`config.mk`:
```
export PLATFORM = sky130hd
export DESIGN_NAME = bcd_conv_scheduler_flat
export DESIGN_NICKNAME = d
export VERILOG_FILES = /design/src/rtl/bcd_conv_scheduler_pkg.sv /design/src/rtl/bcd_conv_scheduler_if.sv /design/src/rtl/bcd_conv_scheduler_engine.sv /design/src/rtl/bcd_conv_scheduler.sv /design/src/flat_wrapper.sv
export SDC_FILE = /design/constraint.sdc
export NUM_CORES = 1
export LEC_CHECK = 0
export CORE_ASPECT_RATIO = 0.9
export CORE_MARGIN = 2
export CORE_UTILIZATION = 51
export DETAILED_ROUTE_END_ITERATION = 12
export PLACE_DENSITY = 0.95
export SLEW_MARGIN = 20
export SYNTH_ARGS = -nofsm -noshare
export SYNTH_HDL_FRONTEND = slang
export SYNTH_SLANG_ARGS = --single-unit
```
`constraint.sdc`:
```
create_clock -name clk -period 3 [get_ports clk]
set_clock_uncertainty 0.1 [all_clocks]
set_input_delay 0.45 -clock clk [delete_from_list [all_inputs] [get_ports clk]]
set_output_delay 0.45 -clock clk [all_outputs]
set_load 0.02 [all_outputs]
```
`src/rtl/bcd_conv_scheduler_pkg.sv`:
```
// Shared types and constants for the BCD conversion scheduler and its
// double-dabble engine.
package bcd_pkg;

    // Scheduler FSM states
    typedef enum logic [1:0] {
        IDLE  = 2'd0,
        SHIFT = 2'd1,
        DONE  = 2'd2
    } state_t;

    localparam int                    BCD_W       = 8;
    localparam int                    NIBBLE_W    = 4;
    localparam logic [NIBBLE_W-1:0]   ADD3_THRESH = 4'd5;
    localparam logic [NIBBLE_W-1:0]   ADD3_VAL    = 4'd3;
    localparam logic [BCD_W-1:0]      BCD_MAX     = 8'h99;
    localparam int                    BIN_MAX     = 99;

endpackage

```
`src/rtl/bcd_conv_scheduler_if.sv`:
```
// Request/result bundle between the display-side requesters and the
// shared BCD conversion scheduler.
//
// Handshake: req[i] is a level request that the requester holds high until
// it sees ack[i]. ack[i] is a single-cycle pulse meaning bcd_flat slice i
// has just been rewritten; the requester should drop req[i] in that cycle
// unless it wants another conversion in the next round-robin round.
// bin_flat slice i is sampled only on the clock edge that grants channel i.
interface bcd_conv_scheduler_if
    import bcd_pkg::*;
#(
    parameter int N_CH  = 4,
    parameter int BIN_W = 7,
    parameter int CH_W  = $clog2(N_CH)
);
    logic [N_CH-1:0]       req;
    logic [N_CH*BIN_W-1:0] bin_flat;
    logic [N_CH-1:0]       ack;
    logic [N_CH*BCD_W-1:0] bcd_flat;
    logic                  busy;
    logic [CH_W-1:0]       cur_ch;
    logic [N_CH-1:0]       range_err;
    state_t                state_dbg;

    modport master (
        output req, bin_flat,
        input  ack, bcd_flat, busy, cur_ch, range_err, state_dbg
    );

    modport slave (
        input  req, bin_flat,
        output ack, bcd_flat, busy, cur_ch, range_err, state_dbg
    );
endinterface

```
`src/rtl/bcd_conv_scheduler_engine.sv`:
```
// Iterative double-dabble datapath: load a binary value, then one
// add-3-and-shift step per clock. After BIN_W steps the two BCD digits
// sit in the top byte of the shift register.
module bcd_dabble_engine
    import bcd_pkg::*;
#(
    parameter int BIN_W = 7
) (
    input  logic             clk,
    input  logic             reset,
    input  logic             load,
    input  logic             step,
    input  logic [BIN_W-1:0] bin,
    output logic [BCD_W-1:0] bcd_out
);
    localparam int SR_W = BIN_W + BCD_W;

    logic [SR_W-1:0] sreg;
    logic [SR_W-1:0] corrected;

    // Add 3 to every BCD digit that is 5 or more, ahead of the next shift
    always_comb begin
        corrected = sreg;
        for (int d = 0; d < BCD_W / NIBBLE_W; d++) begin
            if (sreg[BIN_W + d*NIBBLE_W +: NIBBLE_W] >= ADD3_THRESH)
                corrected[BIN_W + d*NIBBLE_W +: NIBBLE_W] =
                    sreg[BIN_W + d*NIBBLE_W +: NIBBLE_W] + ADD3_VAL;
        end
    end

    // Shift register: load the binary operand, or correct-and-shift by one
    always_ff @(posedge clk or posedge reset) begin
        if (reset)
            sreg <= '0;
        else if (load)
            sreg <= {{BCD_W{1'b0}}, bin};
        else if (step)
            sreg <= corrected << 1;
    end

    // Digits overflowing past the tens place fall off the top of sreg
    assign bcd_out = sreg[SR_W-1 -: BCD_W];
endmodule

```
`src/rtl/bcd_conv_scheduler.sv`:
```
// Round-robin scheduler sharing one double-dabble engine between N_CH
// requesters; keeps a registered BCD result per channel for the display mux.
// Optional build macro BCD_RANGE_CHECK_EN: values above 99 store 8'h99 and
// set a sticky per-channel range_err flag.
module bcd_conv_scheduler
    import bcd_pkg::*;
#(
    parameter int N_CH  = 4,
    parameter int BIN_W = 7,
    parameter int CH_W  = $clog2(N_CH)
) (
    input  logic                 clk,
    input  logic                 reset,
    bcd_conv_scheduler_if.slave  bus
);
    localparam int              CNT_W    = $clog2(BIN_W + 1);
    localparam logic [CNT_W-1:0] CNT_LAST = CNT_W'(BIN_W - 1);

    state_t                 state;
    logic [CH_W-1:0]        rr_ptr;
    logic [CH_W-1:0]        cur_ch_q;
    logic [CNT_W-1:0]       cnt;
    logic [N_CH-1:0]        ack_q;
    logic [N_CH*BCD_W-1:0]  bcd_q;

    logic                   grant_found;
    logic [CH_W-1:0]        grant_ch;
    logic [BIN_W-1:0]       bin_arr [N_CH];
    logic [BIN_W-1:0]       grant_bin;
    logic [BCD_W-1:0]       eng_bcd;
    logic [BCD_W-1:0]       result;
    logic                   eng_load;
    logic                   eng_step;

    for (genvar g = 0; g < N_CH; g++) begin : g_bin
        assign bin_arr[g] = bus.bin_flat[g*BIN_W +: BIN_W];
    end

    // Arbiter: first pending request at or above rr_ptr, wrapping around
    always_comb begin
        grant_found = 1'b0;
        grant_ch    = '0;
        for (int i = 0; i < N_CH; i++) begin
            if (!grant_found && bus.req[CH_W'((int'(rr_ptr) + i) % N_CH)]) begin
                grant_found = 1'b1;
                grant_ch    = CH_W'((int'(rr_ptr) + i) % N_CH);
            end
        end
    end

    assign grant_bin = bin_arr[grant_ch];
    assign eng_load  = (state == IDLE) && grant_found;
    assign eng_step  = (state == SHIFT);

    bcd_dabble_engine #(.BIN_W(BIN_W)) u_engine (
        .clk     (clk),
        .reset   (reset),
        .load    (eng_load),
        .step    (eng_step),
        .bin     (grant_bin),
        .bcd_out (eng_bcd)
    );

`ifdef BCD_RANGE_CHECK_EN
    logic            grant_oor;
    logic            oor_q;
    logic [N_CH-1:0] rerr_q;

    assign grant_oor     = (int'(grant_bin) > BIN_MAX);
    assign result        = oor_q ? BCD_MAX : eng_bcd;
    assign bus.range_err = rerr_q;
`else
    assign result        = eng_bcd;
    assign bus.range_err = '0;
`endif

    // Scheduler FSM: grant, run BIN_W engine steps, write result and ack
    always_ff @(posedge clk or posedge reset) begin
        if (reset) begin
            state    <= IDLE;
            rr_ptr   <= '0;
            cur_ch_q <= '0;
            cnt      <= '0;
            ack_q    <= '0;
            bcd_q    <= '0;
`ifdef BCD_RANGE_CHECK_EN
            oor_q    <= 1'b0;
            rerr_q   <= '0;
`endif
        end else begin
            ack_q <= '0;
            case (state)
                IDLE: begin
                    if (grant_found) begin
                        cur_ch_q <= grant_ch;
                        cnt      <= '0;
`ifdef BCD_RANGE_CHECK_EN
                        oor_q    <= grant_oor;
`endif
                        state    <= SHIFT;
                    end
                end
                SHIFT: begin
                    cnt <= cnt + 1'b1;
                    if (cnt == CNT_LAST)
                        state <= DONE;
                end
                DONE: begin
                    for (int i = 0; i < N_CH; i++) begin
                        if (cur_ch_q == CH_W'(i)) begin
                            bcd_q[i*BCD_W +: BCD_W] <= result;
                            ack_q[i]                <= 1'b1;
`ifdef BCD_RANGE_CHECK_EN
                            rerr_q[i]               <= oor_q;
`endif
                        end
                    end
                    rr_ptr <= (cur_ch_q == CH_W'(N_CH - 1)) ? '0 : cur_ch_q + 1'b1;
                    state  <= IDLE;
                end
                default: state <= IDLE;
            endcase
        end
    end

    assign bus.ack       = ack_q;
    assign bus.bcd_flat  = bcd_q;
    assign bus.busy      = (state != IDLE);
    assign bus.cur_ch    = cur_ch_q;
    assign bus.state_dbg = state;
endmodule

```
`src/flat_wrapper.sv`:
```
// flat-port wrapper written by rule: the top's interface ports become plain ports
module bcd_conv_scheduler_flat import bcd_pkg::*;
#(
    parameter int N_CH  = 4,
    parameter int BIN_W = 7,
    parameter int CH_W  = $clog2(N_CH)
)
  (clk, reset, bus_req, bus_bin_flat, bus_ack, bus_bcd_flat, bus_busy, bus_cur_ch, bus_range_err, bus_state_dbg);
  bcd_conv_scheduler_if #(.N_CH(N_CH), .BIN_W(BIN_W), .CH_W(CH_W)) bus_i ();
  input  logic clk;
  input  logic reset;
  input wire logic [$bits(bus_i.req)-1:0] bus_req;
  input wire logic [$bits(bus_i.bin_flat)-1:0] bus_bin_flat;
  output wire logic [$bits(bus_i.ack)-1:0] bus_ack;
  output wire logic [$bits(bus_i.bcd_flat)-1:0] bus_bcd_flat;
  output wire logic [$bits(bus_i.busy)-1:0] bus_busy;
  output wire logic [$bits(bus_i.cur_ch)-1:0] bus_cur_ch;
  output wire logic [$bits(bus_i.range_err)-1:0] bus_range_err;
  output wire logic [$bits(bus_i.state_dbg)-1:0] bus_state_dbg;
  assign bus_i.req = bus_req;
  assign bus_i.bin_flat = bus_bin_flat;
  assign bus_ack = bus_i.ack;
  assign bus_bcd_flat = bus_i.bcd_flat;
  assign bus_busy = bus_i.busy;
  assign bus_cur_ch = bus_i.cur_ch;
  assign bus_range_err = bus_i.range_err;
  assign bus_state_dbg = bus_i.state_dbg;
  bcd_conv_scheduler #(.N_CH(N_CH), .BIN_W(BIN_W), .CH_W(CH_W)) u_core (.clk(clk), .reset(reset), .bus(bus_i));
endmodule
```
==> run summary <==
global placer's final weighted congestion - 0.819
Die W - 81.9 um
relative slew slack - 0.504
register area share after synthesis - 0.539
DRT iter0 DRCs - 136
Clk Tree Root Cell - clkbuf_8
CTS H-Tree Depth - 3
Pwr Total - 3.45 mW
CP startpoint kind - register
endpoints failing setup - 0
fin crit period - 2.19 ns
Fin. Hold Viols - 0
routed wire length - 6.06 mm
post-DR vias/cell - 5.44
CTS tree - done
CTS-repair resized insts - 0
critical path fanouts, max - 5
worst-margin pin slew - 0.743 ns
worst min-delay path category - reg -> reg
TritonCTS buffer count - 9
ANT nets after route - 0
register bit count reported by yosys - 60
TritonRoute pass-1 iters - 4
area taken by multi-input logic gates - 1160 um2
reg2reg end - u_core.u_engine.sreg[6]
largest net degree at the start of global routing - 61
Rows - 25
power per cell area - 921 nW/um2
Non-Filler Instances - 410
DP HPWL - 4.45 mm
register area - 1500 um2
initial antenna violation count - 0
PortBufs - 74
fillers - 365
Area Growth Syn to Fin - 34.5%
Total Routing Usage GR - 0.222
R2R cell count - 6
max frequency - 0.457 GHz
RSZ-0062 raised after global routing - no
grt total ovfl - 0
# hold bufs at CTS - 0
R2R setup slack - 1.03 ns
worst setup path end - bus_busy
clk buf depth - 2
DRC - 0
DIE AREA - 6070 um2
Core Footprint - 5260 um2
n_diodes - 0
Synth Warn # - 0
WL/cell - 14.8 um
Leakage - 1.76 nW
number of global-route vias before repair - 2219
first-pass GRT wire length - 10.2 mm
Slew Limit Fails - 0
CP endpoint kind - primary output
Reg2Reg Launch Point - u_core.rr_ptr[1]
total number of vias - 2229
share of layout cells above drive strength 1 - 0.122
Unique masters post-synth - 35
launch point of the worst path - u_core.bus.state_dbg[0]
crit path kind - reg -> out
Initial Utilization - 0.530
Final #Nets - 382
placed cells - 394
status - finished, final reports clean
Final TNS setup - 0 ns
CP arrival - 1.64 ns
Chip Height - 74.1 um
fin util - 0.713
syn_area_per_cell - 10.7 um2
clk sinks - 60
Netlist Area Pre-Place - 2790 um2
worst-case vdd ir drop - 439 uV
final clock period utilization by the worst path - 0.730
I/O pins - 79
Clock Latency Late Sink - 0.34 ns
data required time of the worst path - 2.45 ns
Synth Instances - 261
Clock transition at path regs - 0.07 ns
post-CTS setup buffer count - 0
max-cap viol count - 0
==> power by group <==
| part | total, mW | internal [mW] | switching [mW] |
|---|---|---|---|
| sequential | 1.32 | 1.09 | 0.226 |
| combinational | 1.51 | 0.711 | 0.798 |
| clock | 0.624 | 0.316 | 0.308 |
==> through the flow <==
stage,area (um2),setup slack (ns),hold WS (ns)
3_5_place_dp,3580,0.580,0.378
4_1_cts,3750,0.797,0.394
2_1_floorplan,2800,0.965,0.349
3_3_place_gp,3580,0.658,0.360
6_report,3750,0.810,0.394
5_1_grt,3750,0.760,0.411
==> cells in the mapped netlist <==
cell type / instances / area share
o21ai_0: 31 / 0.056
xor2_1: 2 / 0.0063
buf_2: 2 / 0.0036
and2_1: 1 / 0.0022
mux2_2: 17 / 0.069
o22a_1: 1 / 0.0031
nand2_1: 41 / 0.055
o22ai_1: 1 / 0.0022
nor2_2: 1 / 0.0022
a21o_1: 1 / 0.0027
mux2_1: 2 / 0.0081
nor2b_1: 2 / 0.0045
inv_1: 14 / 0.019
o221ai_1: 6 / 0.019
or2_2: 2 / 0.0045
a22o_1: 2 / 0.0063
ha_1: 10 / 0.045
nor4_1: 1 / 0.0022
mux2i_1: 11 / 0.040
buf_4: 5 / 0.013
clkbuf_1: 9 / 0.012
nand2b_1: 4 / 0.0090
nor3_1: 2 / 0.0036
a211o_1: 3 / 0.0094
conb_1: 1 / 0.0013
xnor2_1: 2 / 0.0063
o31ai_1: 1 / 0.0027
dfrtp_1: 60 / 0.54
o32ai_1: 1 / 0.0031
nand3_1: 5 / 0.0090
o21a_1: 1 / 0.0027
a21oi_1: 9 / 0.016
o22ai_2: 1 / 0.0045
nor2_1: 5 / 0.0067
a22oi_1: 4 / 0.011
==> critical path, cell delays in order (launching register included) <==
cell and delay, ns:
dfrtp_1 0.42, or2_2 0.34, clkdlybuf4s50_1 0.55
==> layout by cell type, fill, tap and decap left out, drive strengths merged, types with 9 or more instances in the layout <==
cell	count
a21oi	9
clkbuf	11
clkdlybuf4s50	74
dfrtp	60
ha	10
inv	14
mux2	19
mux2i	11
nand2	41
o21ai	31
==> cell type report <==
| type | count | share of cell area |
|---|---|---|
| clock buffers | 11 | 0.0377 |
| clock inverters | 5 | 0.00735 |
| inverters | 14 | 0.0140 |
| multi-input cells | 174 | 0.310 |
| flip-flops and latches | 60 | 0.401 |
| well taps | 67 | 0.0224 |
| repair buffers | 79 | 0.208 |
==> cell families after synthesis <==
kind of cell,synth area share
compound gates,0.138
xor+xnor,0.0126
fa+ha+maj,0.0449
buf+inv,0.0481
flops,0.539
mux,0.116
other cells,0.00135
simple gates,0.0993
==> registers in the layout, summed over array words and instances (netlist names) <==
register and count:
u_core.bus.ack 4, u_core.cnt 3, u_core.rr_ptr 2, u_core.u_engine.sreg 15
u_core.bus.bcd_flat 32, u_core.bus.cur_ch 2, u_core.bus.state_dbg 2
==> worst min-delay path by stage <==
stage,from,end,cells past startpoint
floorplan,u_core.u_engine.sreg[6],u_core.u_engine.sreg[7],2
global placement,u_core.bus.bcd_flat[16],u_core.bus.bcd_flat[16],2
detailed placement,u_core.bus.bcd_flat[28],u_core.bus.bcd_flat[28],2
CTS,u_core.bus.bcd_flat[28],u_core.bus.bcd_flat[28],2
global route,u_core.bus.bcd_flat[30],u_core.bus.bcd_flat[30],1
finish,u_core.bus.bcd_flat[28],u_core.bus.bcd_flat[28],2
==> per-layer routing <==
layer  part of all wire  track usage
met1               0.42        0.270
met2               0.50        0.385
met3              0.068       0.0583
met4              0.015       0.0796
met5                  0            0
No activity file was read; power rests on OpenSTA's default activity.
